**src/rtl/dp_ctrl_pkg.sv**
```systemverilog
// -----------------------------------------------------------------------------
// dp_ctrl_pkg
// Shared types and encodings for the datapath sequencing controller.
//   state_t   : controller FSM states
//   iclass_t  : decoded instruction class used by the FSM
//   OPC_*/OP_*: opcode (IR[15:13]) and op (IR[12:11]) encodings
//   ALU_*     : aluop encodings driven to the datapath ALU
//   VSEL_*    : register-file write-source select encodings
//   classify(): maps opcode/op to an instruction class (illegal if unknown)
// -----------------------------------------------------------------------------
package dp_ctrl_pkg;

    typedef enum logic [2:0] {
        S_WAIT    = 3'd0,
        S_LOAD_AB = 3'd1,
        S_EXEC    = 3'd2,
        S_WB      = 3'd3,
        S_WR_IMM  = 3'd4,
        S_HALT    = 3'd5
    } state_t;

    typedef enum logic [1:0] {
        IC_ILLEGAL = 2'd0,
        IC_MOV_IMM = 2'd1,
        IC_MOV_REG = 2'd2,
        IC_ALU     = 2'd3
    } iclass_t;

    localparam logic [2:0] OPC_MOV    = 3'b110;
    localparam logic [2:0] OPC_ALU    = 3'b101;

    localparam logic [1:0] OP_MOV_REG = 2'b00;
    localparam logic [1:0] OP_MOV_IMM = 2'b10;
    localparam logic [1:0] OP_ADD     = 2'b00;
    localparam logic [1:0] OP_CMP     = 2'b01;
    localparam logic [1:0] OP_AND     = 2'b10;
    localparam logic [1:0] OP_MVN     = 2'b11;

    localparam logic [1:0] ALU_ADD    = 2'b00;
    localparam logic [1:0] ALU_SUB    = 2'b01;
    localparam logic [1:0] ALU_AND    = 2'b10;
    localparam logic [1:0] ALU_NOTB   = 2'b11;

    localparam logic [1:0] VSEL_C     = 2'b00;
    localparam logic [1:0] VSEL_IMM8  = 2'b01;
    localparam logic [1:0] VSEL_PC    = 2'b10;
    localparam logic [1:0] VSEL_MDATA = 2'b11;

    // Every op value under OPC_ALU is legal; under OPC_MOV only the
    // immediate and register forms exist.
    function automatic iclass_t classify(input logic [2:0] opcode,
                                         input logic [1:0] op);
        iclass_t ic;
        ic = IC_ILLEGAL;
        if (opcode == OPC_ALU) begin
            ic = IC_ALU;
        end else if (opcode == OPC_MOV) begin
            if (op == OP_MOV_IMM) begin
                ic = IC_MOV_IMM;
            end else if (op == OP_MOV_REG) begin
                ic = IC_MOV_REG;
            end
        end
        return ic;
    endfunction

endpackage

```
**src/rtl/dp_ctrl_fsm_instr_decode.sv**
```systemverilog
// -----------------------------------------------------------------------------
// instr_decode
// Purely combinational split of a 16-bit instruction into its fields, plus
// sign-extended immediates and the instruction class.
// Parameters:
//   WIDTH     : width of the sign-extended immediates (>= 8)
// Ports:
//   i_ir      in  16     instruction word
//   o_op      out 2      IR[12:11]
//   o_rn      out 3      IR[10:8]
//   o_rd      out 3      IR[7:5]
//   o_sh      out 2      IR[4:3]
//   o_rm      out 3      IR[2:0]
//   o_iclass  out        instruction class (IC_ILLEGAL when not decodable)
//   o_sximm5  out WIDTH  sign-extended IR[4:0]
//   o_sximm8  out WIDTH  sign-extended IR[7:0]
// -----------------------------------------------------------------------------
module instr_decode
    import dp_ctrl_pkg::*;
#(
    parameter int WIDTH = 16
) (
    input  logic [15:0]      i_ir,
    output logic [1:0]       o_op,
    output logic [2:0]       o_rn,
    output logic [2:0]       o_rd,
    output logic [1:0]       o_sh,
    output logic [2:0]       o_rm,
    output iclass_t          o_iclass,
    output logic [WIDTH-1:0] o_sximm5,
    output logic [WIDTH-1:0] o_sximm8
);

    assign o_op     = i_ir[12:11];
    assign o_rn     = i_ir[10:8];
    assign o_rd     = i_ir[7:5];
    assign o_sh     = i_ir[4:3];
    assign o_rm     = i_ir[2:0];
    assign o_iclass = classify(i_ir[15:13], i_ir[12:11]);

    assign o_sximm5[4:0] = i_ir[4:0];
    assign o_sximm8[7:0] = i_ir[7:0];

    genvar gi;
    generate
        for (gi = 5; gi < WIDTH; gi++) begin : g_sx5
            assign o_sximm5[gi] = i_ir[4];
        end
        for (gi = 8; gi < WIDTH; gi++) begin : g_sx8
            assign o_sximm8[gi] = i_ir[7];
        end
    endgenerate

endmodule

```
**src/rtl/dp_ctrl_fsm.sv**
```systemverilog
// -----------------------------------------------------------------------------
// dp_ctrl_fsm
// Sequencing controller for the register/ALU datapath. Accepts one
// instruction per start handshake (s=1 while w=1), latches it into IR and
// walks WAIT -> {WR_IMM | LOAD_AB -> EXEC [-> WB]} -> WAIT, driving every
// datapath control as a Moore function of state and IR.
// Build option:
//   DP_CTRL_TRAP_EN  defined : an illegal instruction on accept enters HALT
//                              (w=0, err=1) until reset.
//                    undefined: an illegal instruction is a NOP, err tied 0.
// Parameters:
//   WIDTH  datapath word width (sximm5/sximm8 width)
//   SIZE   register count; register addresses are $clog2(SIZE) bits
// Ports:
//   clk, reset           clock, synchronous active-high reset
//   s, instr             start strobe and instruction (sampled on accept)
//   w, err               ready (WAIT only), illegal-instruction trap flag
//   vsel, writenum, write                regfile write controls
//   readnum1, readnum2, loada, loadb     operand fetch controls
//   asel, bsel, shift, aluop, loadc, loads  execute controls
//   sximm5, sximm8       sign-extended immediates from IR
// -----------------------------------------------------------------------------
module dp_ctrl_fsm
    import dp_ctrl_pkg::*;
#(
    parameter  int WIDTH      = 16,
    parameter  int SIZE       = 8,
    localparam int ADDR_WIDTH = $clog2(SIZE)
) (
    input  logic                  clk,
    input  logic                  reset,
    input  logic                  s,
    input  logic [15:0]           instr,
    output logic                  w,
    output logic                  err,
    output logic [1:0]            vsel,
    output logic [ADDR_WIDTH-1:0] writenum,
    output logic                  write,
    output logic [ADDR_WIDTH-1:0] readnum1,
    output logic [ADDR_WIDTH-1:0] readnum2,
    output logic                  loada,
    output logic                  loadb,
    output logic                  asel,
    output logic                  bsel,
    output logic [1:0]            shift,
    output logic [1:0]            aluop,
    output logic                  loadc,
    output logic                  loads,
    output logic [WIDTH-1:0]      sximm5,
    output logic [WIDTH-1:0]      sximm8
);

    state_t      r_state;
    state_t      w_state_next;
    logic [15:0] r_ir;

    logic [1:0]  w_op;
    logic [2:0]  w_rn;
    logic [2:0]  w_rd;
    logic [1:0]  w_sh;
    logic [2:0]  w_rm;
    iclass_t     w_iclass;
    iclass_t     w_in_class;
    logic        w_accept;
    logic        w_is_cmp;

    instr_decode #(
        .WIDTH    (WIDTH)
    ) u_decode (
        .i_ir     (r_ir),
        .o_op     (w_op),
        .o_rn     (w_rn),
        .o_rd     (w_rd),
        .o_sh     (w_sh),
        .o_rm     (w_rm),
        .o_iclass (w_iclass),
        .o_sximm5 (sximm5),
        .o_sximm8 (sximm8)
    );

    // The branch out of WAIT is decided on the incoming word, since IR only
    // captures it on the same edge.
    assign w_in_class = classify(instr[15:13], instr[12:11]);
    assign w_accept   = (r_state == S_WAIT) && s;
    assign w_is_cmp   = (w_iclass == IC_ALU) && (w_op == OP_CMP);

    always_ff @(posedge clk) begin
        if (reset) begin
            r_state <= S_WAIT;
            r_ir    <= '0;
        end else begin
            r_state <= w_state_next;
            if (w_accept) begin
                r_ir <= instr;
            end
        end
    end

    always_comb begin
        w_state_next = r_state;
        w            = 1'b0;
        err          = 1'b0;
        vsel         = VSEL_C;
        writenum     = '0;
        write        = 1'b0;
        readnum1     = '0;
        readnum2     = '0;
        loada        = 1'b0;
        loadb        = 1'b0;
        asel         = 1'b0;
        bsel         = 1'b0;
        shift        = 2'b00;
        aluop        = ALU_ADD;
        loadc        = 1'b0;
        loads        = 1'b0;

        case (r_state)
            S_WAIT: begin
                w = 1'b1;
                if (s) begin
                    case (w_in_class)
                        IC_MOV_IMM: w_state_next = S_WR_IMM;
                        IC_MOV_REG,
                        IC_ALU:     w_state_next = S_LOAD_AB;
                        default: begin
`ifdef DP_CTRL_TRAP_EN
                            w_state_next = S_HALT;
`else
                            w_state_next = S_WAIT;
`endif
                        end
                    endcase
                end
            end
            S_WR_IMM: begin
                vsel         = VSEL_IMM8;
                writenum     = ADDR_WIDTH'(w_rn);
                write        = 1'b1;
                w_state_next = S_WAIT;
            end
            S_LOAD_AB: begin
                readnum1     = ADDR_WIDTH'(w_rn);
                readnum2     = ADDR_WIDTH'(w_rm);
                loada        = 1'b1;
                loadb        = 1'b1;
                w_state_next = S_EXEC;
            end
            S_EXEC: begin
                bsel  = 1'b1;
                shift = w_sh;
                // MOV reg routes the shifted Rm through ADD with a zero A input.
                if (w_iclass == IC_MOV_REG) begin
                    asel  = 1'b0;
                    aluop = ALU_ADD;
                end else begin
                    asel  = 1'b1;
                    aluop = w_op;
                end
                loadc        = !w_is_cmp;
                loads        = w_is_cmp;
                w_state_next = w_is_cmp ? S_WAIT : S_WB;
            end
            S_WB: begin
                vsel         = VSEL_C;
                writenum     = ADDR_WIDTH'(w_rd);
                write        = 1'b1;
                w_state_next = S_WAIT;
            end
            S_HALT: begin
`ifdef DP_CTRL_TRAP_EN
                err = 1'b1;
`endif
                w_state_next = S_HALT;
            end
            default: begin
                w_state_next = S_WAIT;
            end
        endcase
    end

endmodule

```
**config.mk**
```make
export PLATFORM = sky130hd
export DESIGN_NAME = dp_ctrl_fsm
export DESIGN_NICKNAME = d
export VERILOG_FILES = /design/src/rtl/dp_ctrl_pkg.sv /design/src/rtl/dp_ctrl_fsm_instr_decode.sv /design/src/rtl/dp_ctrl_fsm.sv
export SDC_FILE = /design/constraint.sdc
export NUM_CORES = 1
export LEC_CHECK = 0
export ABC_AREA = 1
export CORE_ASPECT_RATIO = 0.8
export CORE_UTILIZATION = 42
export DETAILED_ROUTE_END_ITERATION = 6
export GPL_ROUTABILITY_DRIVEN = 0
export HOLD_SLACK_MARGIN = 0.08
export PLACE_DENSITY = 0.86
export REMOVE_ABC_BUFFERS = 1
export SLEW_MARGIN = 20
export SYNTH_ARGS = -nofsm -noshare
export SYNTH_HDL_FRONTEND = slang
export SYNTH_HIERARCHICAL = 1
export SYNTH_SLANG_ARGS = --single-unit
```
**constraint.sdc**
```tcl
create_clock -name clk -period 2.36 [get_ports clk]
set_input_delay 0.236 -clock clk [delete_from_list [all_inputs] [get_ports clk]]
set_output_delay 0.236 -clock clk [all_outputs]
set_load 0.01 [all_outputs]
```
==> impl_metrics.csv, run 1 <==
group,metric,value,unit
outcome,status,"finished, final reports clean",
sta,fin_skew,0.006135,ns
routing,drc,0,
global_route,grt_pass1_vias,1040,
final_layout,area_delta_synth_final,31.60,%
yosys,syn_area_per_cell,6.784,sq um
routing,drtIter0Drc,69,
yosys,synth.distinct_cells,22,
yosys,synth_top_area_cell,"dfxtp_1",
sta,tightest_slew,0.7113,ns
routing,drtPass1Iterations,4,
global_route,grt_max_degree,19,
sta,worst_slack,0.2702,ns
routing,vias_per_cell,4.655,
power_and_ir_drop,p_per_area,467.0,nW/um^2
yosys,synth.top_cell.area_share,0.2817,
placement,numPortBuffers,72,
global_route,track_usage,0.1798,
final_layout,final_cells,264,
critical_path,arrival,1.85,ns
yosys,synthFlopType,"dfxtp_1",
critical_path,path_class,"flip-flop to output pin",
placement,dp_cells,260,
floorplanning,fp-row-count,18,
critical_path,critPathCaptureType,"output pin",
routing,via_count,1229,
power_and_ir_drop,p_leak,0.6703,nW
power_and_ir_drop,totalPowerFinal,829.8,uW
critical_path,rr_worst_depth,5,
sta,slew_viol_final,0,
final_layout,fillers,293,
routing,wl,3105,um
placement,pre_cts_ws,0.5506,ns
floorplanning,die_x,65.39,um
final_layout,fin_nets,244,
yosys,synth-edff-count,0,
clock_tree,postCtsResizedCells,0,
routing,wl_per_cell,11.76,um
clock_tree,clk_path_buf_depth,2,
clock_tree,cts_setup_buffers,0,
clock_tree,cts_buffers,3,
yosys,post-synth-top-count-cell,"buf_4",
sta,finalCritPeriodShare,0.8855,
sta,rsz0062_at_grt,"false",
clock_tree,ctsHtreeMaxLevel,1,
critical_path,required,2.12,ns
sta,setup_viol,0,
global_route,grt_overflow_total,0,
sta,final_hold_viol_count,0,
sta,fin_tns_setup,0,ns
sta,fmax,478.5,MHz
routing,final_antenna_net_count,0,
run,drv_cap,0,
yosys,async_flop_share,0,
yosys,syn_area,1350,sq um
yosys,synth_commonest_cells,"buf_4, nand2_1, nor2_1",
global_route,grt_first_pass_wirelength,4685,um
yosys,ys_warn_count,6,
sta,period_needed,2.090,ns
yosys,ys_top_cells_by_area,"dfxtp_1, buf_4, nand2_1, nand3_1, nor2_1",
worst_hold_path,min_path_type,"flip-flop to flip-flop",
clock_tree,cts_tree,"done",
placement,dp_hpwl,2301,um
global_route,antenna_found_initial,0,
critical_path,cp-start-kind,"flip-flop",
clock_tree,cts_root_buf,"clkbuf_8",
sta,relSlewSlack,0.5243,
floorplanning,die-area,3446,sq um
yosys,synth-seq-cells,19,
clock_tree,clkSlewWorstSetupHoldPaths,0.08,ns
floorplanning,start_util,0.4408,
clock_tree,clkLatencyLatePin,0.26,ns
floorplanning,core,3063,sq um
power_and_ir_drop,ir_drop,452.5,uV
yosys,yosysSeqAreaShare,0.2817,
critical_path,cp_max_fo,6,
final_layout,antenna_cells,0,
final_layout,drive_gt1_frac,0.04018,
yosys,netlist_instances,199,
floorplanning,io_pins,75,
worst_hold_path,hold_depth,2,
clock_tree,cts_hold_buf,0,
clock_tree,cts_sinks,19,
floorplanning,die_h,52.71,um
## cells by family (layout without fill, tap and decap cells)
| group | Yosys count | count (layout) | share of synthesized area |
|---|---|---|---|
| buffers and inverters | 76 | 100 | 0.3689 |
| and+or+nand+nor | 80 | 80 | 0.2558 |
| DFF | 19 | 19 | 0.2817 |
| other | 1 | 2 | 0.002778 |
| AOI/OAI and AO/OA | 23 | 23 | 0.09083 |
## layout by cell type (no fill, tap or decap), drive strengths merged, types with 2 or more instances in the layout
cell           instances
nor2                  25
buf                    3
clkdlybuf4s50         72
a21oi                 17
nand3                 18
clkbuf                 3
nand2                 31
nor3                   3
nand3b                 2
inv                   21
o22ai                  3
conb                   2
dfxtp                 19
## per-layer routing
metal / vias up / GRT usage / share of wire
li1: 619 / - / -
met1: 558 / 0.2190 / 0.43
met2: 50 / 0.3058 / 0.49
met3: 2 / 0.05870 / 0.078
met4: 0 / 0.04348 / 0.0061
met5: - / 0 / 0
## stage by stage
step	hold slack, ns	util	area, sq um
final	0.4751	0.5801	1777
after global routing	0.5092	0.5801	1777
after CTS	0.4751	0.5801	1777
after floorplan	0.3051	-	934.6
after global placement	0.4490	0.5641	1728
after detailed placement	0.4638	0.5641	1728
## area by class of cell
cell class / count / area (sq um) / area share
flip-flops and latches: 19 / 380.4 / 0.2141
clock inverters: 1 / 7.507 / 0.004225
clock buffers: 3 / 41.29 / 0.02324
multi-input cells: 105 / 475.5 / 0.2676
inverters: 21 / 78.83 / 0.04437
repair buffers: 75 / 743.2 / 0.4183
well taps: 40 / 50.05 / 0.02817
## worst max-delay path, cell delays in order, from the launching register on
cell             delay [ns]
dfxtp_1                0.41
nand2_1                0.11
nor2_1                 0.23
inv_1                  0.16
nor2_1                 0.12
clkdlybuf4s50_1        0.56
## report_power, final
part / switching [mW] / leakage, nW / total [mW] / internal [mW]
clock: 0.118 / 0.0217 / 0.237 / 0.119
combinational: 0.103 / 0.493 / 0.229 / 0.127
sequential: 0.0226 / 0.156 / 0.364 / 0.341
total: 0.243 / 0.670 / 0.830 / 0.587
## sequential cells by signal, indices dropped and copies added, names as in the netlist
name and cells:
r_ir 16, r_state 3
## final timing paths
| check | from | endpoint | slack, ns |
|---|---|---|---|
| setup / recovery | r_state[0] | readnum2[1] | 0.27 |
| hold / removal | r_ir[9] | r_ir[9] | 0.48 |
| setup reg to reg | r_state[0] | r_ir[14] | 0.82 |
| hold reg to reg | r_ir[9] | r_ir[9] | 0.48 |
Power figures use the tool's default switching activity.
==> run 2: changes to the inputs <==
- CORE_UTILIZATION: 42 -> 41
- PLACE_DENSITY: 0.86 -> 0.85
==> impl_metrics.csv, run 2 (synthesis gave the netlist of run 1 again) <==
group,metric,value,unit
clock_tree,cts_setup_buffers,0,
critical_path,critPathCaptureType,"output pin",
global_route,track_usage,0.1760,
global_route,grt_max_degree,19,
placement,numPortBuffers,72,
placement,place_area,1728,sq um
sta,hold_slack,0.4690,ns
routing,wl,2998,um
routing,drc,0,
final_layout,regMostFlops,"r_ir",
critical_path,critPathMaxStageDelay,0.55,ns
power_and_ir_drop,p_per_area,461.6,nW/um^2
sta,worst_slack,0.2282,ns
run,drv_cap,0,
clock_tree,cts_hold_buf,0,
global_route,grtUsageMet1,0.2295,
critical_path,path_class,"flip-flop to output pin",
floorplanning,die_x,66.16,um
critical_path,arrival,1.90,ns
global_route,gr-usage-met3,0.05603,
global_route,grt_overflow_total,0,
sta,period_needed,2.132,ns
clock_tree,cts_sinks,19,
final_layout,stdcell_area,1777,sq um
power_and_ir_drop,p_leak,0.6703,nW
final_layout,drive_gt1_frac,0.04018,
placement,pre_cts_ws,0.4878,ns
sta,slew_viol_final,0,
sta,fin_tns_setup,0,ns
critical_path,cp-start-kind,"flip-flop",
final_layout,final_cells,264,
clock_tree,cts_buffers,3,
routing,vias_per_cell,4.557,
final_layout,top_regs,"r_ir (16), r_state (3)",
sta,fin_skew,0.002624,ns
worst_hold_path,min_path_type,"flip-flop to flip-flop",
final_layout,final_cell_mix,"clkdlybuf4s50_1, nand2_1, nor2_1",
global_route,use_met2,0.2857,
sta,finalCritPeriodShare,0.9033,
routing,drtPass1Iterations,4,
outcome,status,"finished, final reports clean",
floorplanning,core,3108,sq um
clock_tree,cts_root_buf,"clkbuf_8",
critical_path,cp_common_cell,"nor2_1",
clock_tree,ctsHtreeMaxLevel,1,
final_layout,antenna_cells,0,
power_and_ir_drop,ir_drop,380.6,uV
global_route,grt_first_pass_wirelength,4685,um
clock_tree,cts_tree,"done",
floorplanning,start_util,0.4344,
global_route,top_usage_layer,"met2",
placement,dp_hpwl,2211,um
sta,rsz0062_at_grt,"false",
final_layout,fin_nets,244,
power_and_ir_drop,totalPowerFinal,820.2,uW
clock_tree,clkLatencyLatePin,0.25,ns
floorplanning,io_pins,75,
critical_path,cp_cell_sequence,"nand2_1 > nor2_1 > inv_1 > nor2_1 > clkdlybuf4s50_1",
global_route,antenna_found_initial,0,
routing,via_count,1203,
final_layout,utilization,0.5717,
floorplanning,die_h,53.33,um
floorplanning,die-area,3528,sq um
final_layout,largest_reg_flops,16,
sta,final_hold_viol_count,0,
clock_tree,clk_path_buf_depth,2,
floorplanning,fp-row-count,18,
sta,fmax,469.1,MHz
final_layout,area_delta_synth_final,31.60,%
sta,relSlewSlack,0.5723,
routing,final_antenna_net_count,0,
global_route,grt_pass1_vias,1025,
sta,tightest_slew,0.6396,ns
clock_tree,postCtsResizedCells,0,
clock_tree,clkSlewWorstSetupHoldPaths,0.07,ns
sta,setup_viol,0,
routing,wl_per_cell,11.36,um
placement,dp_cells,260,
critical_path,required,2.12,ns
routing,drtIter0Drc,47,
critical_path,cp_max_fo,6,
critical_path,worst_path_max_delay_cell,"clkdlybuf4s50_1",
final_layout,final_common_cell,"clkdlybuf4s50_1",
run 2: cell counts in the layout (fill, tap and decap cells not counted):
No cell type changed its count.
run 2: path summary, 6_finish.rpt:
kind,start,endpoint,slack (ns),depth (start not counted)
max,r_state[0],readnum2[2],0.23,5
min reg2reg,r_ir[10],r_ir[10],0.47,2
max reg2reg,r_state[0],r_ir[5],0.86,5
min,r_ir[10],r_ir[10],0.47,2
run 2: area by class of cell:
cell class              count  area [sq um]
well taps                  40         50.05
multi-input cells         105         475.5
clock buffers               3         41.29
fillers                   292          1331
inverters                  21         78.83
clock inverters             1         7.507
repair buffers             75         743.2
flip-flops and latches     19         380.4
run 2: per-layer routing:
layer	wire, um	part of all wire
met1	1358	0.45
met2	1406	0.47
met3	222	0.074
met4	11	0.0037
met5	0	0
run 2: report_power, final:
group	leakage, nW	internal, mW	switching [mW]
clock network	0.0217	0.119	0.110
registers	0.156	0.341	0.0219
logic	0.493	0.127	0.101
run 2: worst max-delay path, delay by kind of cell, from the launching register on:
kind,cells,cell delay (ns)
AND/OR/NAND/NOR,3,0.51
flip-flops,1,0.41
buffers and inverters,2,0.73
==> run 3: changes to the inputs <==
- CORE_MARGIN: unset -> 5
==> impl_metrics.csv, run 3 (synthesis gave the netlist of run 1 again) <==
group,metric,value,unit
sta,setup_viol,0,
critical_path,cp_max_fo,6,
routing,wl,3255,um
routing,vias_per_cell,4.591,
final_layout,antenna_cells,0,
routing,drc,0,
worst_hold_path,min_path_type,"flip-flop to flip-flop",
critical_path,critPathCaptureType,"output pin",
power_and_ir_drop,ir_drop,384.2,uV
power_and_ir_drop,p_int,585.3,uW
critical_path,cp-start-kind,"flip-flop",
critical_path,arrival,1.94,ns
sta,relSlewSlack,0.5587,
final_layout,largest_reg_flops,16,
final_layout,drive_gt1_frac,0.04018,
floorplanning,core,3131,sq um
power_and_ir_drop,switching_power,229.1,uW
sta,fin_tns_setup,0,ns
floorplanning,start_util,0.4313,
sta,slew_viol_final,0,
placement,pre_cts_ws,0.4742,ns
critical_path,path_class,"flip-flop to output pin",
routing,via_count,1212,
clock_tree,cts_hold_buf,0,
placement,place_area,1728,sq um
routing,final_antenna_net_count,0,
final_layout,final_common_cell,"clkdlybuf4s50_1",
floorplanning,io_pins,75,
global_route,antenna_found_initial,0,
global_route,grt_pass1_vias,1181,
sta,fin_skew,0.002632,ns
power_and_ir_drop,power.share.switching,0.2813,
global_route,grt_overflow_total,0,
critical_path,required,2.12,ns
routing,drtPass1Iterations,4,
power_and_ir_drop,p_per_area,459.0,nW/um^2
power_and_ir_drop,pwr-share-seq,0.447,
placement,numPortBuffers,72,
outcome,status,"finished, final reports clean",
clock_tree,clkSlewWorstSetupHoldPaths,0.07,ns
power_and_ir_drop,clockPowerShare,0.272,
routing,wl_per_cell,12.33,um
floorplanning,die-area,4548,sq um
sta,hold_slack,0.4672,ns
sta,finalCritPeriodShare,0.9210,
floorplanning,fp-row-count,18,
clock_tree,cts_tree,"done",
placement,dp_hpwl,2503,um
power_and_ir_drop,p_leak,0.6741,nW
final_layout,regMostFlops,"r_ir",
sta,period_needed,2.174,ns
final_layout,stdcell_area,1774,sq um
sta,tightest_slew,0.6598,ns
clock_tree,cts_setup_buffers,0,
clock_tree,postCtsResizedCells,0,
global_route,track_usage,0.1445,
global_route,grt_max_degree,19,
clock_tree,cts_root_buf,"clkbuf_8",
clock_tree,clkLatencyLatePin,0.25,ns
floorplanning,die_x,74.16,um
floorplanning,die_h,61.33,um
critical_path,cp_cell_sequence,"inv_1 > nand2_1 > nor2_1 > inv_1 > nor2_1 > clkdlybuf4s50_1",
critical_path,critPathMaxStageDelay,0.55,ns
sta,worst_slack,0.1864,ns
critical_path,worst_path_max_delay_cell,"clkdlybuf4s50_1",
final_layout,final_cells,264,
clock_tree,cts_buffers,3,
global_route,grt_first_pass_wirelength,5050,um
sta,fmax,460.1,MHz
final_layout,area_delta_synth_final,31.42,%
power_and_ir_drop,combPwrFrac,0.280,
clock_tree,ctsHtreeMaxLevel,1,
placement,dp_cells,260,
clock_tree,clk_path_buf_depth,2,
final_layout,fin_nets,244,
clock_tree,cts_sinks,19,
final_layout,top_regs,"r_ir (16), r_state (3)",
sta,rsz0062_at_grt,"false",
run,drv_cap,0,
routing,drtIter0Drc,60,
sta,final_hold_viol_count,0,
final_layout,final_cell_mix,"clkdlybuf4s50_1, nand2_1, nor2_1",
==> run 3: path summary, 6_finish.rpt <==
kind                                  from     endpoint  slack (ns)  cells after the start
worst max-delay path            r_state[1]  readnum2[0]        0.19                      6
worst min-delay path               r_ir[8]      r_ir[8]        0.47                      2
worst max register to register  r_state[0]      r_ir[5]        0.86                      5
worst min register to register     r_ir[8]      r_ir[8]        0.47                      2
==> run 3: area by class of cell <==
class                   instances  area, sq um
inverters                      21        78.83
fillers                       287         1356
multi-input cells             105        475.5
clock inverters                 1        5.005
repair buffers                 75        743.2
flip-flops and latches         19        380.4
well taps                      40        50.05
clock buffers                   3        41.29
==> run 3: metal layers <==
metal	vias to the layer above	wire (um)	GRT usage
met5	-	0	0
met4	0	12	0.03101
met2	53	1484	0.2386
met3	2	311	0.05873
met1	528	1446	0.1790
li1	629	-	-
==> run 3: power groups by stage <==
stage	Combinational (mW)	Clock (mW)	Sequential [mW]
2_1_floorplan	0.0647	0	0.387
3_3_place_gp	0.227	0	0.370
3_5_place_dp	0.229	0	0.371
4_1_cts	0.230	0.227	0.365
5_1_grt	0.249	0.243	0.368
6_report	0.228	0.222	0.364
==> run 3: metrics by stage <==
| stage | util | power (mW) |
|---|---|---|
| floorplan | - | 0.4516 |
| global placement | 0.5520 | 0.5970 |
| detailed placement | 0.5520 | 0.6002 |
| CTS | 0.5667 | 0.8221 |
| global route | 0.5667 | 0.8609 |
| finish | 0.5667 | 0.8143 |
==> run 3: worst max-delay path: cells and delay by family, from the launching register on <==
kind          cells  cell delay, ns
buf+inv           3            0.84
flops             1            0.36
simple gates      3            0.48
